`config.mk`:
```
export PLATFORM = sky130hd
export DESIGN_NAME = memory_loader_flat
export DESIGN_NICKNAME = d
export VERILOG_FILES = /design/src/rtl/memory_loader_if.sv /design/src/rtl/memory_loader.sv /design/src/flat_wrapper.sv
export SDC_FILE = /design/constraint.sdc
export NUM_CORES = 1
export LEC_CHECK = 0
export ABC_AREA = 1
export CORE_ASPECT_RATIO = 1.2
export CORE_UTILIZATION = 40
export CTS_CLUSTER_SIZE = 14
export DETAILED_ROUTE_END_ITERATION = 6
export SLEW_MARGIN = 20
export SYNTH_ARGS = -nofsm -noshare
export SYNTH_HDL_FRONTEND = slang
export SYNTH_SLANG_ARGS = --single-unit
```
`constraint.sdc`:
```
create_clock -name clk -period 13.2 [get_ports clk]
set_input_delay 1.32 -clock clk [delete_from_list [all_inputs] [get_ports clk]]
set_output_delay 1.32 -clock clk [all_outputs]
set_load 0.03 [all_outputs]
```
`src/rtl/memory_loader_if.sv`:
```
// ---------------------------------------------------------------------------
// memory_loader_if
//   Bundles the CPU memory port and the byte-loader port of memory_loader.
//
//   CPU side : mem_we, mem_addr, mem_data (to memory), mem_in (read data)
//   Loader   : ld_valid, ld_byte, ld_last, ld_start (to memory), ld_ready
//   Control  : cpu_run (memory -> CPU reset release)
//
//   master : the CPU/loader side that drives requests
//   slave  : the memory_loader block
// ---------------------------------------------------------------------------
interface memory_loader_if #(
    parameter int ADDR_WIDTH = 6,
    parameter int DATA_WIDTH = 16
);
    logic                  mem_we;
    logic [ADDR_WIDTH-1:0] mem_addr;
    logic [DATA_WIDTH-1:0] mem_data;
    logic [DATA_WIDTH-1:0] mem_in;
    logic                  ld_valid;
    logic [7:0]            ld_byte;
    logic                  ld_last;
    logic                  ld_ready;
    logic                  ld_start;
    logic                  cpu_run;

    modport master (
        output mem_we, mem_addr, mem_data, ld_valid, ld_byte, ld_last, ld_start,
        input  mem_in, ld_ready, cpu_run
    );

    modport slave (
        input  mem_we, mem_addr, mem_data, ld_valid, ld_byte, ld_last, ld_start,
        output mem_in, ld_ready, cpu_run
    );
endinterface

```
`src/rtl/memory_loader.sv`:
```
// ---------------------------------------------------------------------------
// memory_loader
//   Word memory that is first filled from a byte stream (high byte first,
//   starting at LOAD_BASE) and then handed over to a CPU. While loading, the
//   CPU is held in reset (cpu_run=0); once the image is complete the CPU gets
//   a read-first, one-cycle-latency read/write port. ld_start in RUN reloads.
//
//   Ports:
//     clk   : clock, all state changes on posedge
//     rst_n : asynchronous active-low reset (array contents are kept)
//     bus   : memory_loader_if.slave (CPU port, loader port, cpu_run)
// ---------------------------------------------------------------------------
module memory_loader #(
    parameter int ADDR_WIDTH = 6,
    parameter int DATA_WIDTH = 16,
    parameter int LOAD_BASE  = 8
) (
    input  logic               clk,
    input  logic               rst_n,
    memory_loader_if.slave     bus
);
    typedef enum logic [1:0] {
        LOAD_HI,
        LOAD_LO,
        RUN
    } state_t;

    localparam int                  DEPTH    = 2 ** ADDR_WIDTH;
    localparam logic [ADDR_WIDTH-1:0] PTR_BASE = ADDR_WIDTH'(LOAD_BASE);
    localparam logic [ADDR_WIDTH-1:0] PTR_MAX  = {ADDR_WIDTH{1'b1}};

    state_t                  state_reg, state_next;
    logic [ADDR_WIDTH-1:0]   ptr_reg, ptr_next;
    logic [7:0]              hi_byte_reg, hi_byte_next;
    logic                    armed_reg;
    logic                    cpu_run_reg;
    logic [DATA_WIDTH-1:0]   mem_in_reg;

    logic [DATA_WIDTH-1:0]   mem [0:DEPTH-1];

    logic                    xfer;
    logic                    ld_we;
    logic [DATA_WIDTH-1:0]   ld_wdata;
    logic                    cpu_we;

    // armed_reg stays low until the first edge after reset release, so the
    // release edge itself can never accept a byte.
    assign bus.ld_ready = armed_reg && (state_reg != RUN);
    assign bus.cpu_run  = cpu_run_reg;
    assign bus.mem_in   = mem_in_reg;

    assign xfer   = bus.ld_valid && bus.ld_ready;
    assign cpu_we = (state_reg == RUN) && bus.mem_we;

    always_comb begin
        state_next   = state_reg;
        ptr_next     = ptr_reg;
        hi_byte_next = hi_byte_reg;
        ld_we        = 1'b0;
        ld_wdata     = DATA_WIDTH'({hi_byte_reg, bus.ld_byte});

        case (state_reg)
            LOAD_HI: begin
                if (xfer) begin
                    if (bus.ld_last) begin
                        // Odd-length image: pad the final word's low byte.
                        ld_we      = 1'b1;
                        ld_wdata   = DATA_WIDTH'({bus.ld_byte, 8'h00});
                        state_next = RUN;
                    end else begin
                        hi_byte_next = bus.ld_byte;
                        state_next   = LOAD_LO;
                    end
                end
            end
            LOAD_LO: begin
                if (xfer) begin
                    ld_we = 1'b1;
                    if (ptr_reg != PTR_MAX) begin
                        ptr_next = ptr_reg + 1'b1;
                    end
                    // Top word written: memory is full, hand over to the CPU.
                    if (bus.ld_last || (ptr_reg == PTR_MAX)) begin
                        state_next = RUN;
                    end else begin
                        state_next = LOAD_HI;
                    end
                end
            end
            RUN: begin
                if (bus.ld_start) begin
                    state_next = LOAD_HI;
                    ptr_next   = PTR_BASE;
                end
            end
            default: begin
                state_next = LOAD_HI;
            end
        endcase
    end

    always_ff @(posedge clk or negedge rst_n) begin
        if (!rst_n) begin
            state_reg   <= LOAD_HI;
            ptr_reg     <= PTR_BASE;
            hi_byte_reg <= 8'h00;
            armed_reg   <= 1'b0;
            cpu_run_reg <= 1'b0;
            mem_in_reg  <= '0;
        end else begin
            state_reg   <= state_next;
            ptr_reg     <= ptr_next;
            hi_byte_reg <= hi_byte_next;
            armed_reg   <= 1'b1;
            cpu_run_reg <= (state_next == RUN);
            // Read-first: picks up the pre-write word on a same-address write.
            if (state_reg == RUN) begin
                mem_in_reg <= mem[bus.mem_addr];
            end
        end
    end

    // Array has no reset so an image survives a CPU reset. Loader and CPU
    // writes are mutually exclusive by state.
    always_ff @(posedge clk) begin
        if (ld_we) begin
            mem[ptr_reg] <= ld_wdata;
        end else if (cpu_we) begin
            mem[bus.mem_addr] <= bus.mem_data;
        end
    end
endmodule

```
`src/flat_wrapper.sv`:
```
// flat-port wrapper written by rule: the top's interface ports become plain ports
module memory_loader_flat 
#(
    parameter int ADDR_WIDTH = 6,
    parameter int DATA_WIDTH = 16,
    parameter int LOAD_BASE  = 8
)
  (clk, rst_n, bus_mem_we, bus_mem_addr, bus_mem_data, bus_ld_valid, bus_ld_byte, bus_ld_last, bus_ld_start, bus_mem_in, bus_ld_ready, bus_cpu_run);
  memory_loader_if #(.ADDR_WIDTH(ADDR_WIDTH), .DATA_WIDTH(DATA_WIDTH)) bus_i ();
  input  logic clk;
  input  logic rst_n;
  input wire logic [$bits(bus_i.mem_we)-1:0] bus_mem_we;
  input wire logic [$bits(bus_i.mem_addr)-1:0] bus_mem_addr;
  input wire logic [$bits(bus_i.mem_data)-1:0] bus_mem_data;
  input wire logic [$bits(bus_i.ld_valid)-1:0] bus_ld_valid;
  input wire logic [$bits(bus_i.ld_byte)-1:0] bus_ld_byte;
  input wire logic [$bits(bus_i.ld_last)-1:0] bus_ld_last;
  input wire logic [$bits(bus_i.ld_start)-1:0] bus_ld_start;
  output wire logic [$bits(bus_i.mem_in)-1:0] bus_mem_in;
  output wire logic [$bits(bus_i.ld_ready)-1:0] bus_ld_ready;
  output wire logic [$bits(bus_i.cpu_run)-1:0] bus_cpu_run;
  assign bus_i.mem_we = bus_mem_we;
  assign bus_i.mem_addr = bus_mem_addr;
  assign bus_i.mem_data = bus_mem_data;
  assign bus_i.ld_valid = bus_ld_valid;
  assign bus_i.ld_byte = bus_ld_byte;
  assign bus_i.ld_last = bus_ld_last;
  assign bus_i.ld_start = bus_ld_start;
  assign bus_mem_in = bus_i.mem_in;
  assign bus_ld_ready = bus_i.ld_ready;
  assign bus_cpu_run = bus_i.cpu_run;
  memory_loader #(.ADDR_WIDTH(ADDR_WIDTH), .DATA_WIDTH(DATA_WIDTH), .LOAD_BASE(LOAD_BASE)) u_core (.clk(clk), .rst_n(rst_n), .bus(bus_i));
endmodule
```
==> flow_metrics.tcl, run 1 <==
set metrics [dict create \
    num_vias 28500 \
    cp_max_fo 258 \
    setup_viol 0 \
    place_ws_ns 7.83 \
    synth_seq_cells 1058 \
    synthToLayoutAreaGrowth_pct 12.3 \
    fin_crit_sh_pct 37.5 \
    synthCells 3678 \
    hpwl_mm 64.5 \
    synthSimpleGateAreaFrac_pct 23.3 \
    yosys_warnings 0 \
    violations "DRC, slew limit" \
    crit_arrival_ns 5.54 \
    synthAdderAreaFrac_pct 0.0289 \
    cts.sinks 1058 \
    synth_nets 3715 \
    required_ns 13.79 \
    max_freq_mhz 202 \
    seqPwrFrac_pct 50.7 \
    drc 1 \
    grt_usage_pct 22.1 \
    status "finished, violations left" \
    port-buffer-count 53 \
    clk_pin_slew_ns 0.06 \
    max_stage_delay_ns 0.83 \
    viasPerCell 5.51 \
    p_sw_share_pct 27.5 \
    maxCapViolCount 0 \
    die_area_um2 109000 \
    synth_compound_area_share_pct 0.633 \
    path_cells "buf_8, inv_16, buf_12, buf_4, nand2_1, nand3_1, nand3_1, nand3_1, nand2_1, nand2_1, nand3_1, nand2_1, nand2_1, nand2_1" \
    synthDistinctLibCells 34 \
    wl_per_cell_um 23.5 \
    hold_buffers 0 \
    slowest_stage "buf_4" \
    root_buffer "clkbuf_16" \
    postCtsResizedCells 0 \
    postRouteAntennaNets 0 \
    totalPowerFinal_w 0.00828 \
    drive_above_1_share_pct 8.06 \
    cts_tree "yes" \
    syn_area_per_cell_um2 11.8 \
    start_util_pct 40.5 \
    layout_commonest_cell "nand2_1" \
    core_area_um2 107000 \
    layout_common_cells "1268 x nand2_1, 1024 x edfxtp_1, 945 x nand3_1" \
    slew_headroom_pct -4.09 \
    fin_crit_ns 4.95 \
    numCtsBuffers 100 \
    synth_seq_area_share_pct 73.0 \
    clock_power_share_pct 34.7 \
    p_comb_share_pct 14.6 \
    gp_congestion 0.822 \
    crit_top_cell "nand2_1" \
    grt.overflow.total 0 \
    grt_pass1_vias 27000 \
    fin_hold_ws_ns 0.495 \
    ios 54 \
    syn_area_um2 43300 \
    clk_latency_ns 0.66 \
    hold_violations 0 \
    clock_skew_ns 0.0226 \
    rows 131 \
    slew_violations 68 \
    die_h_um 362 \
    drt-initial-drc-count 3046 \
    timing.final.ws_setup_ns 8.25 \
    cp_num_buf_inv 4 \
    postCtsSetupBuffers 0 \
    worstMarginPinSlew_ns 1.56 \
    nets 3741 \
    peakVddDrop_uv 117 \
    muxShareOfSynthArea_pct 0 \
    hp-class "flip-flop to flip-flop" \
    switching_power_w 0.00228 \
    largest_reg_flops 1024 \
    synth_top_family_by_area "simple AND/OR/NAND/NOR gates" \
    cp-start-kind "input port" \
    synth-xor-area-share_pct 0.0202 \
    grt_start_max_net_pins 259 \
    ctsHtreeMaxLevel 3 \
    finalSetupTns_ns 0 \
    p_leak_nw 17.3 \
    critPathTopFamily "buffers and inverters" \
    cp-end-kind "flip-flop" \
    routed_wirelength_mm 122 \
    crit_type "input port to flip-flop" \
    p_int_w 0.00600 \
    post-route-util_pct 45.5 \
    antenna_found_initial 1 \
    powerDensity_nw_per_um2 170 \
    grt_pass1_wl_mm 179 \
    rsz0062_at_grt "no" \
    first_pass_iters 7 \
    clockBufferDepth 3 \
    dieWidth_um 302 \
]
cells in the mapped netlist:
master | number | share of area [%]
a21oi_1 | 3 | 0.035
a21oi_4 | 1 | 0.038
buf_1 | 16 | 0.14
buf_2 | 156 | 1.8
buf_4 | 21 | 0.36
buf_6 | 2 | 0.052
clkbuf_1 | 37 | 0.32
conb_1 | 1 | 0.0087
dfrtp_1 | 33 | 1.9
dfstp_2 | 1 | 0.061
edfxtp_1 | 1024 | 71
ha_1 | 1 | 0.029
inv_1 | 21 | 0.18
inv_2 | 7 | 0.061
inv_4 | 4 | 0.058
nand2_1 | 1276 | 11
nand2_2 | 3 | 0.043
nand3_1 | 945 | 11
nand3_2 | 1 | 0.023
nand3_4 | 2 | 0.081
nand4_1 | 1 | 0.014
nand4_4 | 8 | 0.39
nor2_1 | 72 | 0.62
nor2_4 | 1 | 0.026
nor3_4 | 1 | 0.038
nor4_1 | 1 | 0.014
o21ai_0 | 27 | 0.31
o21ai_2 | 2 | 0.040
o21ai_4 | 4 | 0.15
o221ai_1 | 2 | 0.040
o31ai_1 | 1 | 0.017
or2_1 | 1 | 0.014
or2_2 | 1 | 0.014
xnor2_1 | 1 | 0.020
area by class of cell:
type,instances,area (µm²)
multi-input combinational,2356,10500
clock inverter,52,498
tap,1396,1750
antenna,1,2.50
timing repair buffer,156,1360
sequential,1058,31600
fill,9576,58100
inverter,32,155
clock buffer,131,2730
metal layers:
metal	track usage (%)	wire length, µm	vias to the layer above
li1	-	-	13000
met1	30.0	49700	14100
met2	35.9	58900	1187
met3	2.61	8540	208
met4	9.22	4790	0
met5	0	0	-
through the flow:
stage | instances | area, µm²
global route | 5181 | 48600
finish | 5182 | 48600
floorplan | 3678 | 43300
CTS | 5181 | 48600
detailed placement | 4998 | 45400
global placement | 4997 | 45300
power by group through the flow:
| stage | clock, W | combinational (W) | sequential [W] |
|---|---|---|---|
| 2_1_floorplan | 0 | 0.000585 | 0.00432 |
| 3_3_place_gp | 0 | 0.00119 | 0.00427 |
| 3_5_place_dp | 0 | 0.00121 | 0.00427 |
| 4_1_cts | 0.00291 | 0.00121 | 0.00420 |
| 5_1_grt | 0.00303 | 0.00129 | 0.00421 |
| 6_report | 0.00287 | 0.00121 | 0.00420 |
worst register-to-register path, delay by kind of cell (launching register included):
family / cells / cell delay (ns)
AO/OA/AOI/OAI: 1 / 0.07
buffers and inverters: 2 / 1.11
flip-flops: 1 / 0.44
AND/OR/NAND/NOR: 6 / 2.89
final timing paths:
| check | endpoint | slack (ns) | depth (start not counted) | from |
|---|---|---|---|---|
| max | u_core.bus.mem_in[6] | 8.25 | 14 | bus_mem_addr[0] |
| min | u_core.hi_byte_reg[7] | 0.50 | 2 | u_core.hi_byte_reg[7] |
| max reg2reg | u_core.mem[34][12] | 8.41 | 9 | u_core.state_reg[0] |
| min reg2reg | u_core.hi_byte_reg[7] | 0.50 | 2 | u_core.hi_byte_reg[7] |
| max in group asynchronous | u_core.bus.mem_in[5] | 12.03 | 2 | rst_n |
| min in group asynchronous | u_core.hi_byte_reg[0] | 0.63 | 1 | rst_n |
logic make-up (layout without fill, tap and decap cells):
group                      Yosys count  in the layout
buffers and inverters              264            371
adders and majority gates            1              1
and+or+nand+nor                   2313           2313
xor gates and xnor gates             1              1
AOI/OAI and AO/OA                   40             40
other                                1              2
DFF                               1058           1058
No activity file was read; power rests on OpenSTA's default activity.
==> inputs of run 2 (changes only) <==
==> constraint.sdc (replaced) <==
create_clock -name clk -period 4.8 [get_ports clk]
set_input_delay 0.48 -clock clk [delete_from_list [all_inputs] [get_ports clk]]
set_output_delay 0.48 -clock clk [all_outputs]
set_load 0.03 [all_outputs]
==> run 2 against run 1 <==
Utilization rose by 0.22 points. Die area did not move. Register-to-register slack got worse by 6.9 ns. The run now ends clean. Cell count rose by 0.39%. First-iteration DRC count fell by 8.2%. Wire length fell by 3.2%. Sequential power rose to 2.8 times the previous value. Via count fell by 1.5%. Critical path depth fell by 2. Worst setup slack got worse by 6.7 ns.
==> flow_metrics.tcl, run 2 (synthesis gave the netlist of run 1 again) <==
set metrics [dict create \
    status "finished, final reports clean" \
    largest_reg_flops 1024 \
    root_buffer "clkbuf_16" \
    layout_common_cells "1268 x nand2_1, 1024 x edfxtp_1, 945 x nand3_1" \
    die_area_um2 109000 \
    final_cells 5202 \
    first_pass_iters 6 \
    wl_per_cell_um 22.7 \
    port-buffer-count 53 \
    placedCellCount 5023 \
    grt_pass1_wl_mm 174 \
    synthToLayoutAreaGrowth_pct 12.8 \
    hold_depth 3 \
    finalSetupTns_ns 0 \
    drt-initial-drc-count 2797 \
    hpwl_mm 68.3 \
    routed_wirelength_mm 118 \
    postCtsResizedCells 0 \
    start_util_pct 40.5 \
    crit_arrival_ns 3.63 \
    place_ws_ns 1.10 \
    numCtsBuffers 99 \
    slowest_stage "nor2_1" \
    peakVddDrop_uv 375 \
    slew_headroom_pct 29.8 \
    cp_num_buf_inv 5 \
    slew_violations 0 \
    max_stage_delay_ns 0.41 \
    r2r_cells 12 \
    grt_pass1_vias 27100 \
    grt_start_max_net_pins 203 \
    timing.final.ws_setup_ns 1.53 \
    num_vias 28100 \
    crit_top_cell "inv_2" \
    min_from "bus_ld_byte[3]" \
    drc 0 \
    place_area_um2 45600 \
    drive_above_1_share_pct 8.49 \
    grt_usage_pct 21.4 \
    path_cells "inv_2, nor2_4, nand2_2, buf_4, inv_2, or2_1, o21ai_2, inv_2, nor2_1, nand2_2, nor2_1, buf_4" \
    diodes 0 \
    critPathTopFamily "simple AND/OR/NAND/NOR gates" \
    rrSetupSlack_ns 1.53 \
    fin_hold_ws_ns 0.468 \
    crit_type "flip-flop to flip-flop" \
    maxCapViolCount 0 \
    clock_skew_ns 0.0189 \
    setup_viol 0 \
    worstMarginPinSlew_ns 1.05 \
    r2r_start "u_core.state_reg[1]" \
    powerDensity_nw_per_um2 464 \
    nets 3767 \
    core_area_um2 107000 \
    ios 54 \
    fin_crit_sh_pct 68.1 \
    dieWidth_um 302 \
    clockBufferDepth 3 \
    grt.overflow.total 0 \
    cts.sinks 1058 \
    required_ns 5.16 \
    hp-class "input port to flip-flop" \
    clk_pin_slew_ns 0.07 \
    cp-end-kind "flip-flop" \
    viasPerCell 5.40 \
    r2r-end "u_core.mem[21][1]" \
    clk_latency_ns 0.68 \
    ctsHtreeMaxLevel 3 \
    holdPathEnd "u_core.hi_byte_reg[3]" \
    cts_tree "yes" \
    fin_area_um2 48800 \
    postRouteAntennaNets 0 \
    die_h_um 362 \
    max_freq_mhz 306 \
    rows 131 \
    hold_violations 0 \
    layout_commonest_cell "nand2_1" \
    p_leak_nw 17.5 \
    cp_max_fo 25 \
    fin_crit_ns 3.27 \
    cp-start-kind "flip-flop" \
    gp_congestion 0.867 \
    antenna_found_initial 2 \
    rsz0062_at_grt "no" \
]
## run 2: changes by cell type in the layout (fill, tap and decap cells not counted), moves of 3 or more
cell,previous run,this run
clkinv_1,17,26
buf_4,99,116
clkbuf_16,103,100
clkbuf_1,23,15
buf_12,5,13
clkinv_2,23,20
clkbuf_8,5,0
## run 2: worst max path at each step
stage                   startpoint                 to  slack (ns)  cells after the start
2_1_floorplan         bus_ld_valid  u_core.mem[0][13]        0.32                      7
3_3_place_gp            bus_mem_we  u_core.mem[21][6]        1.09                     11
3_5_place_dp            bus_mem_we  u_core.mem[21][3]        1.10                     11
4_1_cts        u_core.state_reg[1]  u_core.mem[21][3]        1.50                     12
5_1_grt        u_core.state_reg[1]  u_core.mem[21][0]        1.32                     12
6_report       u_core.state_reg[1]  u_core.mem[21][1]        1.53                     12
## run 2: area by class of cell
class                   instances  area [µm²]
repair buffers                183        1690
fillers                      9569       57900
clock inverters                62         579
well taps                    1396        1750
clock buffers                 115        2560
inverters                      32         155
multi-input cells            2356       10500
flip-flops and latches       1058       31600
## run 2: power breakdown
part           leakage, nW  internal (W)  total (W)  switching (W)
logic                 6.24      0.000723    0.00338        0.00266
registers             9.68        0.0113     0.0116       0.000224
clock network         1.54       0.00439    0.00774        0.00335
## run 2: repair_timing
| item | 4_1_cts | 5_1_grt |
|---|---|---|
| hold endpoints to repair | 33 | 0 |
| buffers inserted | 0 | 0 |
| hold buffers | 1 | 0 |
## run 2: through the flow
| step | utilization (%) | power, W |
|---|---|---|
| after floorplan | - | 0.0135 |
| after global placement | 42.8 | 0.0151 |
| after detailed placement | 42.8 | 0.0151 |
| after CTS | 45.7 | 0.0228 |
| after global routing | 45.7 | 0.0233 |
| final | 45.7 | 0.0227 |
## run 2: worst reg2reg max path, cell delays in order, from the launching register on
cell and delay [ns]:
dfrtp_1 0.39, inv_2 0.10, nor2_4 0.04, nand2_2 0.05
buf_4 0.31, inv_2 0.35, or2_1 0.36, o21ai_2 0.11
inv_2 0.10, nor2_1 0.24, nand2_2 0.21, nor2_1 0.42
buf_4 0.30
## run 2: metal layers
layer	up-vias	global-route usage [%]	wire, µm
met5	-	0	0
met1	13900	28.3	48200
met4	0	8.10	3890
met2	984	35.7	58300
li1	13000	-	-
met3	181	3.07	7610
